[src/rtl/spi_pkg.sv]
// Shared types and constants for the SPI slave: FSM state encoding,
// default RAM depth and the 2-bit command field values.
package spi_pkg;

    localparam int DEF_MEM_DEPTH = 256;

    typedef enum logic [2:0] {
        IDLE      = 3'd0,
        CHK_CMD   = 3'd1,
        WRITE     = 3'd2,
        READ_ADD  = 3'd3,
        READ_DATA = 3'd4
    } state_e;

    localparam logic [1:0] CMD_WR_ADDR = 2'b00;
    localparam logic [1:0] CMD_WR_DATA = 2'b01;
    localparam logic [1:0] CMD_RD_ADDR = 2'b10;
    localparam logic [1:0] CMD_RD_DATA = 2'b11;

endpackage

[src/rtl/spi_slave_sva.sv]
// Protocol assertions and covers for spi_slave; compiled only when
// SPI_SLAVE_SVA_EN is defined.
`ifdef SPI_SLAVE_SVA_EN
module spi_slave_sva
    import spi_pkg::*;
#(
    parameter int WORD_W = 10
) (
    input logic              clk,
    input logic              rst,
    input logic              SS_n,
    input logic              MISO,
    input logic              rx_valid,
    input logic [WORD_W-1:0] rx_data,
    input logic              ser_busy,
    input state_e            state
);
    a_rx_valid_single: assert property (@(posedge clk) disable iff (rst)
        rx_valid |=> !rx_valid);
    a_miso_window: assert property (@(posedge clk) disable iff (rst)
        MISO |-> ser_busy);
    a_ss_idle: assert property (@(posedge clk) disable iff (rst)
        SS_n |=> state == IDLE);
    a_reset_outputs: assert property (@(posedge clk)
        rst |=> (!MISO && !rx_valid && rx_data == {WORD_W{1'b0}}));

    c_rx_valid: cover property (@(posedge clk) rx_valid);
    c_miso_burst: cover property (@(posedge clk) ser_busy);
endmodule
`endif

[src/rtl/spi_tx_serializer.sv]
// Parallel-in/serial-out shifter driving MISO, MSB first, one bit per cycle.
// MISO is registered and forced to 0 whenever no burst is in flight.
module spi_tx_serializer #(
    parameter int W = 8
) (
    input  logic         clk,
    input  logic         rst,
    input  logic         load,
    input  logic         abort,
    input  logic [W-1:0] data,
    output logic         miso,
    output logic         busy,
    output logic         done
);
    localparam int CNT_W = (W > 1) ? $clog2(W) : 1;
    localparam logic [CNT_W-1:0] CNT_LAST = CNT_W'(W - 1);

    logic [W-1:0]     sh_q, sh_d;
    logic [CNT_W-1:0] cnt_q, cnt_d;
    logic             busy_q, busy_d;
    logic             miso_q, miso_d;
    logic             done_q, done_d;

    // Next-state: load presents the MSB right away; cnt_q counts bits still to go.
    always_comb begin
        sh_d   = sh_q;
        cnt_d  = cnt_q;
        busy_d = busy_q;
        miso_d = 1'b0;
        done_d = 1'b0;
        if (abort) begin
            busy_d = 1'b0;
            cnt_d  = {CNT_W{1'b0}};
        end else if (load) begin
            miso_d = data[W-1];
            sh_d   = {data[W-2:0], 1'b0};
            cnt_d  = CNT_LAST;
            busy_d = 1'b1;
        end else if (busy_q) begin
            if (cnt_q == {CNT_W{1'b0}}) begin
                busy_d = 1'b0;
                done_d = 1'b1;
            end else begin
                miso_d = sh_q[W-1];
                sh_d   = {sh_q[W-2:0], 1'b0};
                cnt_d  = cnt_q - CNT_W'(1);
            end
        end else begin
            busy_d = 1'b0;
        end
    end

    // State registers with synchronous reset.
    always_ff @(posedge clk) begin
        if (rst) begin
            sh_q   <= {W{1'b0}};
            cnt_q  <= {CNT_W{1'b0}};
            busy_q <= 1'b0;
            miso_q <= 1'b0;
            done_q <= 1'b0;
        end else begin
            sh_q   <= sh_d;
            cnt_q  <= cnt_d;
            busy_q <= busy_d;
            miso_q <= miso_d;
            done_q <= done_d;
        end
    end

    assign miso = miso_q;
    assign busy = busy_q;
    assign done = done_q;

endmodule

[src/rtl/spi_slave.sv]
// SPI slave front end for a single-port RAM: deserializes command+payload
// words from MOSI and returns read data on MISO. Optional SPI_SLAVE_SVA_EN adds assertions.
module spi_slave
    import spi_pkg::*;
#(
    parameter int MEM_DEPTH = DEF_MEM_DEPTH,
    parameter int ADDR_SIZE = $clog2(MEM_DEPTH)
) (
    input  logic                 clk,
    input  logic                 rst,
    input  logic                 SS_n,
    input  logic                 MOSI,
    output logic                 MISO,
    output logic [ADDR_SIZE+1:0] rx_data,
    output logic                 rx_valid,
    input  logic [ADDR_SIZE-1:0] tx_data,
    input  logic                 tx_valid
);
    localparam int WORD_W = ADDR_SIZE + 2;
    localparam int CNT_W  = $clog2(WORD_W);
    localparam logic [CNT_W-1:0] LAST_BIT = CNT_W'(WORD_W - 1);

    state_e              state_q, state_d;
    logic [CNT_W-1:0]    bit_cnt_q, bit_cnt_d;
    logic [WORD_W-1:0]   shift_q, shift_d;
    logic [WORD_W-1:0]   rx_data_q, rx_data_d;
    logic                rx_valid_q, rx_valid_d;
    logic                rd_addr_seen_q, rd_addr_seen_d;
    logic                word_done_q, word_done_d;
    logic                tx_loaded_q, tx_loaded_d;
    logic                armed_q, armed_d;
    logic                ser_load_s, ser_busy_s, ser_done_s;

    // Frame FSM next-state; SS_n high aborts everything except rd_addr_seen.
    always_comb begin
        state_d        = state_q;
        bit_cnt_d      = bit_cnt_q;
        shift_d        = shift_q;
        rx_data_d      = rx_data_q;
        rx_valid_d     = 1'b0;
        word_done_d    = word_done_q;
        tx_loaded_d    = tx_loaded_q;
        armed_d        = armed_q;
        ser_load_s     = 1'b0;
        rd_addr_seen_d = ser_done_s ? 1'b0 : rd_addr_seen_q;
        if (SS_n) begin
            state_d     = IDLE;
            bit_cnt_d   = {CNT_W{1'b0}};
            word_done_d = 1'b0;
            tx_loaded_d = 1'b0;
            armed_d     = 1'b1;
        end else begin
            case (state_q)
                IDLE: begin
                    // armed_q keeps a frame cut by reset from resuming without SS_n going high
                    if (armed_q) state_d = CHK_CMD;
                    else         state_d = IDLE;
                end
                CHK_CMD: begin
                    if (!MOSI)               state_d = WRITE;
                    else if (rd_addr_seen_q) state_d = READ_DATA;
                    else                     state_d = READ_ADD;
                end
                WRITE, READ_ADD, READ_DATA: begin
                    if (!word_done_q) begin
                        shift_d = {shift_q[WORD_W-2:0], MOSI};
                        if (bit_cnt_q == LAST_BIT) begin
                            bit_cnt_d   = {CNT_W{1'b0}};
                            word_done_d = 1'b1;
                            rx_data_d   = {shift_q[WORD_W-2:0], MOSI};
                            rx_valid_d  = 1'b1;
                            if (state_q == READ_ADD) rd_addr_seen_d = 1'b1;
                            else                     rd_addr_seen_d = rd_addr_seen_q;
                        end else begin
                            bit_cnt_d = bit_cnt_q + CNT_W'(1);
                        end
                    end else if (state_q == READ_DATA && !tx_loaded_q && !ser_busy_s && tx_valid) begin
                        ser_load_s  = 1'b1;
                        tx_loaded_d = 1'b1;
                    end else begin
                        tx_loaded_d = tx_loaded_q;
                    end
                end
                default: state_d = IDLE;
            endcase
        end
    end

    // Single register block for the FSM and its registered outputs.
    always_ff @(posedge clk) begin
        if (rst) begin
            state_q        <= IDLE;
            bit_cnt_q      <= {CNT_W{1'b0}};
            shift_q        <= {WORD_W{1'b0}};
            rx_data_q      <= {WORD_W{1'b0}};
            rx_valid_q     <= 1'b0;
            rd_addr_seen_q <= 1'b0;
            word_done_q    <= 1'b0;
            tx_loaded_q    <= 1'b0;
            armed_q        <= 1'b0;
        end else begin
            state_q        <= state_d;
            bit_cnt_q      <= bit_cnt_d;
            shift_q        <= shift_d;
            rx_data_q      <= rx_data_d;
            rx_valid_q     <= rx_valid_d;
            rd_addr_seen_q <= rd_addr_seen_d;
            word_done_q    <= word_done_d;
            tx_loaded_q    <= tx_loaded_d;
            armed_q        <= armed_d;
        end
    end

    spi_tx_serializer #(.W(ADDR_SIZE)) u_tx (
        .clk   (clk),
        .rst   (rst),
        .load  (ser_load_s),
        .abort (SS_n),
        .data  (tx_data),
        .miso  (MISO),
        .busy  (ser_busy_s),
        .done  (ser_done_s)
    );

    assign rx_data  = rx_data_q;
    assign rx_valid = rx_valid_q;

`ifdef SPI_SLAVE_SVA_EN
    spi_slave_sva #(.WORD_W(WORD_W)) u_sva (
        .clk      (clk),
        .rst      (rst),
        .SS_n     (SS_n),
        .MISO     (MISO),
        .rx_valid (rx_valid),
        .rx_data  (rx_data),
        .ser_busy (ser_busy_s),
        .state    (state_q)
    );
`endif

endmodule

[config.mk]
export PLATFORM = sky130hd
export DESIGN_NAME = spi_slave
export DESIGN_NICKNAME = d
export VERILOG_FILES = /design/src/rtl/spi_pkg.sv /design/src/rtl/spi_slave_sva.sv /design/src/rtl/spi_tx_serializer.sv /design/src/rtl/spi_slave.sv
export SDC_FILE = /design/constraint.sdc
export NUM_CORES = 1
export LEC_CHECK = 0
export ABC_AREA = 1
export BUFFER_PORTS_ARGS = -buffer_cell sky130_fd_sc_hd__buf_4
export CAP_MARGIN = 40
export CORE_MARGIN = 5
export CORE_UTILIZATION = 59
export CTS_BUF_LIST = sky130_fd_sc_hd__clkbuf_8
export CTS_CLUSTER_DIAMETER = 120
export DETAILED_ROUTE_END_ITERATION = 8
export PLACE_DENSITY = 0.78
export SLEW_MARGIN = 30
export SYNTH_ARGS = -nofsm -noshare
export SYNTH_HDL_FRONTEND = slang
export SYNTH_SLANG_ARGS = --single-unit
[constraint.sdc]
create_clock -name clk -period 1.7 [get_ports clk]
set_input_delay 0.085 -clock clk [delete_from_list [all_inputs] [get_ports clk]]
set_output_delay 0.085 -clock clk [all_outputs]
set_load 0.02 [all_outputs]
======== Word level (Yosys, flattened, before mapping) ========
Cells that the tools add are included.
operators by class
  add/sub/neg operators ................... 2
  multipliers ............................. 0
  div/mod/pow operators ................... 0
  $lt $le $gt $ge ......................... 0
  equal/unequal tests ..................... 7
  shift-type cells ........................ 0
  multiplexer cells ....................... 30
  bitwise gates (word level) .............. 4
  reduce and logical (&&, ||, !) cells .... 18
operator list
  cell                   number
  $mux W8                3
  $mux W1                20
  $mux W3                5
  $pmux W3 S3            1
  $reduce_and A3 Y1      3
  $reduce_or A4 Y1       2
  $eq A3 B2 Y1 const B   2
  $logic_not A3 Y1       2
  $ne A5 B5 Y1 const B   1
  $add A4 B1 Y4 const B  1
  $eq A4 B4 Y1 const B   1
  $mux W4                1
  $not A1 Y1             4
  $reduce_and A2 Y1      2
  $reduce_and A4 Y1      1
  $eq A3 B1 Y1 const B   1
  $eq A3 B3 Y1 const B   1
  $logic_and A1 B1 Y1    3
  $reduce_or A3 Y1       1
  $sub A3 B1 Y3 const B  1
  $logic_not A1 Y1       2
  $ne A2 B2 Y1 const B   1
  $reduce_bool A2 Y1     1
  $reduce_or A2 Y1       1
storage, ports and cells
  register bits ........................... 45
  latch bits .............................. 0
  bits in writable memories ............... 0
  ROM bits ................................ 0
  bits of input ports ..................... 13
  output and inout port bits .............. 12
  logic and storage cells ................. 75
  memories kept ........................... 0

======== Depth between registers and ports, before layout ========
  depth after elaboration ................. 10
  gate-level depth with buffers ........... 11
  mapped depth without buffers ............ 10

======== Modules after synthesis ========
From an unflattened synthesis, not the netlist that was laid out.
unflattened totals
  cells, all modules ...................... 281
  area, all modules ....................... 2048.2 µm²
by module, submodules not included
  module             instances  cells an instance  area each (µm²)  seq. area each (µm²)
  spi_slave          1          182                1363.8           620.6
  spi_tx_serializer  1          99                 684.4            260.2

======== Worst setup path after synthesis ========
No wires, ideal clock.
  path kind ............................... register to register
  start ................................... register u_tx.cnt_q[0]
  end ..................................... register u_tx.sh_q[2]
  setup time .............................. 0.112 ns
  arrival time ............................ 1.335 ns
  data required time ...................... 1.588 ns
  setup slack ............................. 0.253 ns
  cell stages (with the launch flop) ...... 11
  cell sequence ........................... dfxtp_1 -> inv_1 -> ha_1 -> ha_1 -> inv_1 -> nand2_1 -> nand2_1 -> nand2_2 -> buf_6 -> nor2_1 -> nor2_1
between the ends
  longest elaborated chain between the ends .. 3
ends and longest elaborated chain
  what                                RTL line                 RTL
  start, declared                     spi_tx_serializer.sv:19  logic [CNT_W-1:0] cnt_q, cnt_d;
  start signal, assigned              spi_tx_serializer.sv:57  cnt_q <= {CNT_W{1'b0}};
  start signal, assigned              spi_tx_serializer.sv:63  cnt_q <= cnt_d;
  $logic_not A3 Y1                    spi_tx_serializer.sv:40  if (cnt_q == {CNT_W{1'b0}}) begin
  $ne A2 B2 Y1 (no source line)       n/a
  $reduce_and A3 Y1 (no source line)  n/a
  end signal, assigned                spi_tx_serializer.sv:56  sh_q <= {W{1'b0}};
  end, declared                       spi_tx_serializer.sv:18  logic [W-1:0] sh_q, sh_d;
No other way between the ends.
A chain may end at the register's enable or synchronous reset.

======== Final worst setup path ========
  start ................................... register u_tx.cnt_q[0]
  end ..................................... register u_tx.sh_q[6]
The elaborated chain is that of the path after synthesis.

==> flow_summary.yaml <==
cts:
  path_clk_slew_ns: 0.08
  cts_tree: "yes"
  cts_inserted_buffers: 5
  cts-root-buf: "clkbuf_8"
  cts_max_level: 2
  clock-sinks: 44
  clock_path_buffers: 2
  clkLatencyLatePin_ns: 0.29
synth:
  synthFlopType: "dfxtp_1"
  synth_nets: 275
  synth_edf_count: 0
  synth_top_cell_area_share: 0.4722
  synth.area.top_cells: "dfxtp_1, nand2_1, a21oi_1"
  avgSynthCellArea_sq_um: 7.175
  async_flop_share: 0
  ys_seq_area_frac: 0.4722
  yosys_warnings: 0
  synth_cell_types: 22
  synth.cell_area_sq_um: 1866
  ys_top_cells_by_count: "nand2_1, dfxtp_1, a21oi_1"
  ys_seq_elements: 44
  yosys.area.top_type: "dfxtp_1"
  yosysMostFrequentCell: "nand2_1"
  synth_cells: 260
timing:
  rsz0062_at_grt: "false"
  setup_ws_ns: 0.1877
  setup_viol: 0
  slew_viol_final: 0
  worst_slew_pin_slew_ns: 0.4326
  report.final.hold_viol_count: 0
  slew_headroom: 0.7113
  clock.fmax_ghz: 0.6612
  post-route-period-util: 0.8896
  setup_tns_ns: 0
  period_minus_slack_ns: 1.512
  hold_ws_ns: 0.05031
  skew_ns: 0.004497
worst_hold_path:
  hold_class: "input port to register"
  holdPathEnd: "u_tx.sh_q[1]"
  hold_depth: 3
  hold_start: "tx_data[0]"
detailed_routing:
  vias: 1655
  detail-route-antenna-nets: 0
  viasPerCell: 5.000
  routedWlPerCell_microns: 10.98
  routed_wirelength_microns: 3634
  drtIter0Drc: 146
  drc_errors: 0
  drt_pass1_iterations: 4
worst_setup_path:
  start_kind: "register"
  worst_r2r_path_depth: 10
  crit_type: "register to register"
  r2r-start: "u_tx.cnt_q[0]"
  worst_r2r_endpoint: "u_tx.sh_q[6]"
  required_ns: 1.93
  r2r_slack_ns: 0.19
  critPathCaptureType: "register"
  path_max_fanout: 14
  crit_arrival_ns: 1.74
floorplan:
  pin_count: 25
  start_util: 0.6111
  die_w_microns: 66.23
  die_height_microns: 66.23
  dieArea_sq_um: 4386
  rows: 20
  core_area_sq_um: 3053
global_routing:
  grt_overflow: 0
  antenna_found_initial: 0
  grt_pass1_wl_microns: 6341
  grt_pass1_vias: 1440
  grt_max_degree: 23
  grt_use_total: 0.1851
flow_run:
  drv_cap: 0
power_and_ir_drop:
  powerDensity_nw_per_um2: 857.3
  power_mw: 1.873
  ir_worst_vdd_uv: 688.9
  p_leak_nw: 0.9340
placement:
  portBuffers: 24
  dp.cells: 323
  pre_cts_ws_ns: 0.2373
  post_dp_cell_area_sq_um: 2072
  hpwlAfterDp_microns: 2554
  gp_congestion: 0.7993
cells_and_area:
  drive_gt1_frac: 0.1603
  syn_to_final_growth_pct: 17.10
  postLayoutCoreUtil: 0.7156
  stdcell_area_sq_um: 2185
  antennaDiodeCount: 0
  nets: 301
  final_cell_count_no_fill: 331
run_status:
  outcome: "finished, final reports clean"
## metal layers
metal	track usage	vias up	wire length (microns)
met3	0.04592	7	135
met5	0	-	0
li1	-	880	-
met4	0.07614	0	50
met2	0.2924	25	1665
met1	0.2388	743	1782
## logic make-up (layout without fill, tap and decap cells)
logic type                 after synthesis  after routing  share of synthesized area
DFF                                     44             44                     0.4722
adders and majority gates                2              2                    0.01341
and+or+nand+nor                        138            138                     0.3206
xor gates and xnor gates                 2              2                   0.009391
buffers and inverters                   36             63                    0.08182
AOI/OAI and AO/OA                       38             38                     0.1026
## layout make-up
class / instances / area, sq um
clock buffer: 5 / 68.82
tap: 44 / 55.05
fill: 277 / 868.3
sequential: 44 / 880.8
clock inverter: 3 / 38.79
multi-input combinational: 180 / 837.1
timing repair buffer: 26 / 195.2
inverter: 29 / 108.9
## state kept, by name, indices dropped and copies added, names as in the netlist
register        flops
rx_data            10
shift_q             9
u_tx.sh_q           7
bit_cnt_q           4
state_q             3
u_tx.cnt_q          3
armed_q             1
rd_addr_seen_q      1
rx_valid            1
tx_loaded_q         1
u_tx.busy           1
u_tx.done           1
u_tx.miso           1
word_done_q         1
## critical path, cell delays in order, from the launching register on
cell and delay (ns):
dfxtp_1 0.36, inv_1 0.06, ha_1 0.20, ha_1 0.18, inv_1 0.09, nand2_1 0.08
nand2_1 0.12, nand2_4 0.12, nand2_1 0.10, nand2_1 0.05, nor2_1 0.10
## how the worst max path moves through the flow
stage	depth (start not counted)	to	slack, ns	start
floorplan	10	u_tx.sh_q[2]	0.25	u_tx.cnt_q[0]
global placement	10	u_tx.sh_q[5]	0.31	u_tx.cnt_q[0]
detailed placement	10	u_tx.sh_q[3]	0.24	u_tx.cnt_q[0]
CTS	10	u_tx.sh_q[6]	0.16	u_tx.cnt_q[0]
global route	10	u_tx.sh_q[6]	0.02	u_tx.cnt_q[0]
finish	10	u_tx.sh_q[6]	0.19	u_tx.cnt_q[0]
## where the power goes
part           internal (mW)  switching, mW  leakage, nW
Clock                  0.430          0.343       0.0593
Sequential              1.03        0.00278        0.355
Combinational         0.0249         0.0391        0.520
## layout by cell type (no fill, tap or decap), types with 2 or more instances in the layout
| cell type | count |
|---|---|
| a21oi_1 | 33 |
| buf_4 | 26 |
| clkbuf_8 | 5 |
| dfxtp_1 | 44 |
| ha_1 | 2 |
| inv_1 | 25 |
| inv_2 | 4 |
| nand2_1 | 76 |
| nand2_4 | 3 |
| nand3_1 | 18 |
| nand3_2 | 2 |
| nand4_1 | 6 |
| nor2_1 | 27 |
| nor2_2 | 3 |
| nor3_1 | 2 |
| o21ai_0 | 4 |
| xor2_1 | 2 |
## repair_timing
action,CTS,global route
setup buffers,0,0
hold buffers,0,0
resized for setup,0,1
setup endpoints to repair,0,1
Note: power is estimated with default switching activity, not from simulation.
